## src/rtl/hisoc_loader_pkg.sv

```systemverilog
// Shared loader definitions: FSM encoding, header/word geometry and the packed-word record.
package hisoc_loader_pkg;

  typedef enum logic [2:0] {IDLE, HDR0, HDR1, DATA, DONE, ERR} ldr_state_t;

  localparam int HDR_BYTES      = 2;
  localparam int BYTES_PER_WORD = 4;
  localparam int HDR_W          = 8 * HDR_BYTES;
  localparam int WORD_W         = 8 * BYTES_PER_WORD;

  typedef struct packed {
    logic              vld;
    logic [WORD_W-1:0] data;
  } word_t;

endpackage

```

## src/rtl/inst_word_packer.sv

```systemverilog
// Little-endian byte-to-word packer; emits a one-cycle word_valid after the last byte of a word.
module inst_word_packer
  import hisoc_loader_pkg::*;
(
  input  logic       clk,
  input  logic       rst_n,
  input  logic       clr,
  input  logic       byte_en,
  input  logic [7:0] byte_in,
  output logic       fill,
  output word_t      word
);

  logic [1:0]        bcnt;
  logic [WORD_W-1:0] sr;
  logic              word_valid;

  // fill marks the accept that completes a word; the loader latches the address off it
  assign fill      = byte_en && (bcnt == 2'(BYTES_PER_WORD - 1));
  assign word.vld  = word_valid;
  assign word.data = sr;

  always_ff @(posedge clk or negedge rst_n) begin
    if (!rst_n) begin
      bcnt       <= '0;
      sr         <= '0;
      word_valid <= 1'b0;
    end else begin
      word_valid <= fill;
      if (clr) begin
        bcnt <= '0;
      end else if (byte_en) begin
        sr   <= {byte_in, sr[WORD_W-1:8]};
        bcnt <= bcnt + 1'b1;
      end
    end
  end

endmodule

```

## src/rtl/inst_loader.sv

```systemverilog
// Byte-stream instruction loader: header word count, little-endian word writes, idle timeout.
module inst_loader
  import hisoc_loader_pkg::*;
#(
  parameter int ADDR_W  = 10,
  parameter int TIMEOUT = 1023
)(
  input  logic              clk,
  input  logic              rst_n,
  input  logic              start,
  input  logic              s_valid,
  input  logic [7:0]        s_data,
  output logic              s_ready,
  output logic              mem_we,
  output logic [ADDR_W-1:0] mem_addr,
  output logic [31:0]       mem_wdata,
  output logic              core_enable,
  output logic              busy,
  output logic              done,
  output logic              err
);

  localparam int IDLE_W    = $clog2(TIMEOUT + 1);
  localparam int MAX_WORDS = 1 << ADDR_W;

  ldr_state_t        state;
  logic [7:0]        cnt_lo;
  logic [HDR_W-1:0]  wcount;
  logic [HDR_W-1:0]  hdr_count;
  logic [ADDR_W:0]   widx;
  logic [IDLE_W-1:0] idle_cnt;
  logic              accept, fill, idle_exp, pack_clr, last_wr;
  word_t             word;

  assign s_ready     = (state == HDR0) || (state == HDR1) || (state == DATA);
  assign busy        = s_ready;
  assign done        = (state == DONE);
  assign err         = (state == ERR);
  assign core_enable = done;
  assign mem_we      = word.vld;
  assign mem_wdata   = word.data;

  assign accept    = s_valid && s_ready;
  assign hdr_count = {s_data, cnt_lo};
  assign idle_exp  = !accept && (idle_cnt == IDLE_W'(TIMEOUT - 1));
  assign pack_clr  = start && ((state == IDLE) || (state == DONE) || (state == ERR));
  // widx has already advanced past the word being written
  assign last_wr   = word.vld && (widx == wcount[ADDR_W:0]);

  inst_word_packer u_packer (
    .clk     (clk),
    .rst_n   (rst_n),
    .clr     (pack_clr),
    .byte_en (accept && (state == DATA)),
    .byte_in (s_data),
    .fill    (fill),
    .word    (word)
  );

  always_ff @(posedge clk or negedge rst_n) begin
    if (!rst_n) begin
      state    <= IDLE;
      cnt_lo   <= '0;
      wcount   <= '0;
      widx     <= '0;
      idle_cnt <= '0;
      mem_addr <= '0;
    end else begin
      if (fill) begin
        mem_addr <= widx[ADDR_W-1:0];
        widx     <= widx + 1'b1;
      end
      case (state)
        IDLE, DONE, ERR: begin
          if (start) begin
            state    <= HDR0;
            widx     <= '0;
            idle_cnt <= '0;
          end
        end
        HDR0: begin
          if (accept) begin
            cnt_lo   <= s_data;
            idle_cnt <= '0;
            state    <= HDR1;
          end
        end
        HDR1: begin
          if (accept) begin
            idle_cnt <= '0;
            wcount   <= hdr_count;
            if (hdr_count == '0)                  state <= DONE;
            else if (32'(hdr_count) > MAX_WORDS) state <= ERR;
            else                                  state <= DATA;
          end else if (idle_exp) begin
            state <= ERR;
          end else begin
            idle_cnt <= idle_cnt + 1'b1;
          end
        end
        DATA: begin
          if (last_wr)       state    <= DONE;
          else if (accept)   idle_cnt <= '0;
          else if (idle_exp) state    <= ERR;
          else               idle_cnt <= idle_cnt + 1'b1;
        end
        default: state <= IDLE;
      endcase
    end
  end

endmodule

```

## config.mk

```make
export PLATFORM = sky130hd
export DESIGN_NAME = inst_loader
export DESIGN_NICKNAME = d
export VERILOG_FILES = /design/src/rtl/hisoc_loader_pkg.sv /design/src/rtl/inst_word_packer.sv /design/src/rtl/inst_loader.sv
export SDC_FILE = /design/constraint.sdc
export NUM_CORES = 1
export LEC_CHECK = 0
export CORE_UTILIZATION = 25
export DETAILED_ROUTE_END_ITERATION = 8
export GPL_ROUTABILITY_DRIVEN = 0
export PLACE_DENSITY_LB_ADDON = 0.08
export RECOVER_POWER = 50
export SLEW_MARGIN = 10
export SYNTH_ARGS = -nofsm -noshare
export SYNTH_HDL_FRONTEND = slang
export SYNTH_SLANG_ARGS = --single-unit
```

## constraint.sdc

```tcl
create_clock -name clk -period 2.7 [get_ports clk]
set_clock_uncertainty 0.2 [all_clocks]
set_input_delay 0.405 -clock clk [delete_from_list [all_inputs] [get_ports clk]]
set_output_delay 0.405 -clock clk [all_outputs]
set_load 0.05 [all_outputs]
```

**Word-level counts from Yosys, hierarchy flattened**

Index checks and enable logic that the tools add are counted.

- Output and inout bits: 48
- Bits in latches: 0
- Bits in registers: 88
- Bits in read-only memories: 0
- RAM bits: 0
- Memories: 0

- $lt $le $gt $ge: 1
- Reductions and logical operators: 21
- Shift-type cells: 0
- Multiply operators: 0
- Add/sub/neg operators: 3
- Eq/ne operators: 12
- Bitwise logic cells: 1
- Div/mod/pow operators: 0
- Muxes and demuxes: 20

Operators with widths:

| kind | count |
|---|---|
| $mux 10 | 5 |
| $pmux 10 s4 | 1 |
| $mux 11 | 3 |
| $mux 3 | 8 |
| $gt 16x11->1 const B | 1 |
| $logic_not 16->1 | 1 |
| $pmux 3 s4 | 1 |
| $add 11x1->11 const B | 1 |
| $eq 11x11->1 | 1 |
| $add 10x1->10 const B | 1 |
| $eq 10x10->1 const B | 1 |
| $eq 3x2->1 const B | 2 |
| $eq 3x3->1 const B | 2 |
| $logic_and 1x1->1 | 6 |
| $ne 2x2->1 const B | 3 |
| $reduce_and 2->1 | 3 |
| $logic_or 1x1->1 | 4 |
| $mux 2 | 2 |
| $reduce_and 4->1 | 1 |
| $reduce_bool 4->1 | 1 |
| $eq 3x1->1 const B | 1 |
| $logic_not 3->1 | 1 |
| $ne 3x3->1 const B | 1 |
| $reduce_and 3->1 | 1 |
| other kinds (6) | 6 |

**Depth between registers and ports, before layout**

- Depth after elaboration: 10
- Mapped depth: 8
- Mapped depth without buffers: 7

**Cells and area by module**

Synthesis repeated with hierarchy kept, for this count alone.

- Cell total of the unflattened synthesis: 337
- Area total of the unflattened synthesis: 4287.9 um2

Modules (own cells, without submodules):

| module | area each (um2) | times used | cells an instance |
|---|---|---|---|
| inst_loader | 2800.2 | 1 | 258 |
| inst_word_packer | 1487.7 | 1 | 79 |

**Least setup slack after synthesis**

Ideal clock, no wire load.

- Path kind: register -> output
- Start point: reg state[1]
- End point: out s_ready
- Cell stages (with the launch flop): 5
- Path buffers: 2
- Data arrival time: 1.751 ns
- Path slack: 0.344 ns
- Cells stage by stage: dfrtp_1 > buf_2 > inv_1 > a21oi_1 > buf_4

- Longest elaborated chain between the ends: 3
- Elaborated cells on any way between the ends: 5
- Classes of those cells: eq/ne (3); reduce/logical (2)

Ends and longest elaborated chain:

| element | line | source |
|---|---|---|
| from (decl) | inst_loader.sv:26 | `ldr_state_t state;` |
| from (signal assigned) | inst_loader.sv:62 | `state <= IDLE;` |
| from (signal assigned) | inst_loader.sv:76 | `state <= HDR0;` |
| from (signal assigned) | inst_loader.sv:85 | `state <= HDR1;` |
| $eq 3x1->1 / $eq 3x2->1 (equally long branches) | inst_loader.sv:35 | `assign s_ready = (state == HDR0) \|\| (state == HDR1) \|\| (state == DATA);` |
| $logic_or 1x1->1 | inst_loader.sv:35 |  |
| $logic_or 1x1->1 * | inst_loader.sv:35 |  |
| to (decl) | inst_loader.sv:13 | `output logic s_ready,` |

Every way passes the cells marked *; elsewhere a longest branch is shown, timed or not.

**Worst setup path in the final report**

- Start point: reg widx[5]
- End point: reg idle_cnt[6]

- Longest elaborated chain between the ends: 4

Ends and longest elaborated chain:

| element | line | source |
|---|---|---|
| from (decl) | inst_loader.sv:30 | `logic [ADDR_W:0] widx;` |
| from (signal assigned) | inst_loader.sv:71 | `widx <= widx + 1'b1;` |
| $eq 11x11->1 | inst_loader.sv:48 | `assign last_wr = word.vld && (widx == wcount[ADDR_W:0]);` |
| $logic_and 1x1->1 | inst_loader.sv:48 |  |
| $ne 2x2->1 (no line) | - |  |
| $reduce_and 4->1 (no line) | - |  |
| to (signal assigned) | inst_loader.sv:98 | `idle_cnt <= idle_cnt + 1'b1;` |
| to (signal assigned) | inst_loader.sv:105 | `else idle_cnt <= idle_cnt + 1'b1;` |
| to (decl) | inst_loader.sv:31 | `logic [IDLE_W-1:0] idle_cnt;` |

No other way between the ends.
A chain may end at the register's enable or synchronous reset.

==> results.txt <==
The flow ran to the end, but the final reports show violations. The final reports fail on DRC. The maximum level of the CTS H-tree is 3.

The average via count per standard cell is 4.37. The starting utilization of the core area is 25.5%. The largest fanout on the critical path came out at 14. The post-cts gate resize count is 0. The number of enable flip-flop cells after synthesis is 0. After legalization and detailed placement, the total HPWL measured 7.19 mm.

Prior to clock tree synthesis, the placed netlist has a worst setup slack of ~210 ps. The post-synthesis to final-layout area growth is 27.1%. For hold timing, the worst endpoint is u_packer.sr[0]. The width of the die came out at 129 um.

The via count of the first global-routing pass came out at 2,991. STA classifies the critical path startpoint as a register. The net count of the mapped netlist is ~430.

The final setup TNS is 0 ps. STA classifies the critical path endpoint as a register. The final-report setup violation count is 0. The total placed cells including tap cells is 679.

The initial antenna violation count came out at 0. The pin slew with the least headroom to its limit is 1260 ps. The number of violations reported at the end of detailed-routing iteration 0 came out at between 100 and 150. The number of iterations in the first detailed-routing pass is 6. The number of pins exceeding their max-slew limit in the final report came out at 0. STA puts the critical path data required time at 2790 ps. CTS placed an instance of sky130_fd_sc_hd__clkbuf_16 at the clock tree root. The final hold violation count is 0. For this run, the register share of the synthesized area comes to around 55%. The synthesized netlist cell count is 413. The worst hold path passes through 2 cells.

The share of the cycle needed by the critical path after routing came out at 86.2%. The count of nets left with antenna violations once routing finished came out at 0. The startpoint identified for the worst register-to-register timing path is widx[5].

For the worst-skew pair, the clock arrives at the later sink with an insertion delay of 350 ps. 60 I/O pins were placed. The number of warnings reported in the yosys synthesis log came out at 0. The minimum clock period is between 2000 and 2500 ps. The fraction of final layout cells sized beyond drive strength 1 came out at around 12%. The arrival time at the worst endpoint is 2420 ps.

The worst path meets setup with 373 ps of slack. The routed design has between 10 and 15 mm of wire. Of all flip-flops after synthesis, the portion carrying an async set or reset was 100%. In this run the most critical hold path is launched from u_packer.sr[0].

In this run the tightest slew margin relative to its limit is between 10% and 20%. The total overflow reported by the global router came out at 0. The antenna cell count is 0. The overall via count from detail_route came out at approximately 3,000. The count of input and output buffers is 59. In this run the deepest clock path goes through 2 buffers. The tightest min-delay check is of the reg -> reg type. The number of rows in the core area came out at 46. By startpoint and endpoint, the worst setup path is classified as reg -> reg. The post-synthesis average cell area came out at 9.76 sq um. The flop and latch count out of synthesis came out at 88. The worst-case register-to-register setup slack is about 370 ps. The clock sink count is 88. Power spread over the standard cell area amounts to 1040 mW/mm^2. In the routed design, unresolved DRC markers number 1.

The summed instance area of the synthesized netlist came out at 0.00403 sq mm. The most common flop cell mapped by yosys is sky130_fd_sc_hd__dfrtp_1. The top achievable clock speed is 0.430 GHz. The final instance count without filler cells is 696. The worst register-to-register path has a depth of 5. The peak supply drop came out at 708 uV. Global routing used 13.6% of the available tracks. The total CTS buffers came out at 9. TritonCTS built the clock tree. In the layout the commonest cells are sky130_fd_sc_hd__nand2_1 (145), sky130_fd_sc_hd__dfrtp_1 (88), sky130_fd_sc_hd__clkdlybuf4s50_1 (53), sky130_fd_sc_hd__mux2_2 (19), sky130_fd_sc_hd__xnor2_1 (16). Entering global routing, the biggest net connects just under 50 pins. The area of the core region came out at approximately 0.016 sq mm.

The final net count is 491. Across the run, the number of max-cap violations was 0. Setup repair after global routing left no endpoint under its margin. The first global-routing pass estimated 16.9 mm of wire. The y dimension of the die came out at 129 um. Leaving out fill and tap cells, the most frequent cell in the layout is sky130_fd_sc_hd__nand2_1.

The routed length per placed instance is approximately 15 um. The area of the die is 0.0166 sq mm. The leakage power came out at 2.37 nW. The endpoint of the worst-slack reg-to-reg timing path is idle_cnt[6]. Clock-pin slew was measured on the worst setup and hold paths at 70 ps.

Synthesis instantiated 49 different standard cells from the library.
==> logic make-up after synthesis <==
family | share of synthesized area, %
simple gates | 24.0
mux | 5.56
flops | 54.6
xor+xnor | 4.13
compound gates | 7.30
fa+ha+maj | 1.24
buf+inv | 3.17
==> per-layer routing <==
layer	GRT usage (%)	routed length (um)	vias to the layer above
li1	-	-	1517
met1	18.7	5150	1453
met2	20.1	4560	57
met3	4.20	413	13
met4	4.78	165	0
met5	0	0	-
==> state kept, by name (all words and copies together), names as in the netlist <==
name	count
u_packer.bcnt	2
u_packer.word_valid	1
state	3
wcount	11
cnt_lo	8
mem_addr	10
widx	11
idle_cnt	10
u_packer.sr	32
==> through the flow <==
stage               hold slack, ps  area (sq um)  power (mW)  util, %
floorplan                    -90.6          4030        3.48        -
global placement               257          4870        4.21     30.8
detailed placement             264          4870        4.22     30.8
CTS                            280          5160        5.42     32.6
global route                   297          5120        5.65     32.4
finish                         270          5120        5.32     32.4
==> critical path, cell delays in order (launching register included) <==
cell and delay, ps:
sky130_fd_sc_hd__dfrtp_1 470, sky130_fd_sc_hd__xnor2_1 180, sky130_fd_sc_hd__nand4_1 250, sky130_fd_sc_hd__o41ai_4 680, sky130_fd_sc_hd__o21a_1 320, sky130_fd_sc_hd__a211o_1 160
==> timing repair <==
item                      4_1_cts  5_1_grt
hold buffers                    1        0
buffers inserted                0        0
hold endpoints to repair       46        0
==> cell usage after synthesis, types with 3 or more instances <==
| cell | count | share of area (%) |
|---|---|---|
| sky130_fd_sc_hd__and3_1 | 7 | 1.1 |
| sky130_fd_sc_hd__nor4_1 | 5 | 0.78 |
| sky130_fd_sc_hd__or3_1 | 5 | 0.78 |
| sky130_fd_sc_hd__xor2_1 | 3 | 0.65 |
| sky130_fd_sc_hd__buf_2 | 3 | 0.37 |
| sky130_fd_sc_hd__a211o_1 | 4 | 0.87 |
| sky130_fd_sc_hd__buf_4 | 3 | 0.56 |
| sky130_fd_sc_hd__a21o_1 | 4 | 0.75 |
| sky130_fd_sc_hd__o31ai_1 | 3 | 0.56 |
| sky130_fd_sc_hd__o21ai_0 | 4 | 0.50 |
| sky130_fd_sc_hd__nand2_1 | 145 | 14 |
| sky130_fd_sc_hd__xnor2_1 | 16 | 3.5 |
| sky130_fd_sc_hd__nor3_1 | 10 | 1.2 |
| sky130_fd_sc_hd__nand2b_1 | 5 | 0.78 |
| sky130_fd_sc_hd__a21oi_1 | 8 | 0.99 |
| sky130_fd_sc_hd__nor2_1 | 14 | 1.3 |
| sky130_fd_sc_hd__clkbuf_1 | 10 | 0.93 |
| sky130_fd_sc_hd__inv_1 | 6 | 0.56 |
| sky130_fd_sc_hd__dfrtp_1 | 88 | 55 |
| sky130_fd_sc_hd__nand4_1 | 7 | 1.1 |
| sky130_fd_sc_hd__mux2_2 | 19 | 5.3 |
| sky130_fd_sc_hd__nand3_1 | 9 | 1.1 |
| sky130_fd_sc_hd__ha_1 | 4 | 1.2 |
==> final cells by class <==
type | count | area, sq um
well taps | 216 | 270
repair buffers | 70 | 652
fillers | 1682 | 10700
flip-flops and latches | 88 | 2200
clock buffers | 9 | 225
multi-input cells | 299 | 1700
inverters | 7 | 26.3
clock inverters | 7 | 46.3
==> power breakdown <==
group | internal, mW | total [mW] | switching (mW)
Sequential | 1.69 | 2.03 | 0.340
Clock | 0.622 | 1.17 | 0.546
Combinational | 0.753 | 2.11 | 1.36
Total | 3.07 | 5.32 | 2.25
==> worst max-delay path by stage <==
stage,cells after the start,endpoint,start
6_report,5,idle_cnt[6],widx[5]
5_1_grt,3,idle_cnt[2],rst_n
4_1_cts,5,idle_cnt[6],widx[6]
3_5_place_dp,6,idle_cnt[6],s_valid
3_3_place_gp,6,idle_cnt[2],s_valid
2_1_floorplan,4,s_ready,state[1]
No activity file was read; power rests on OpenSTA's default activity.
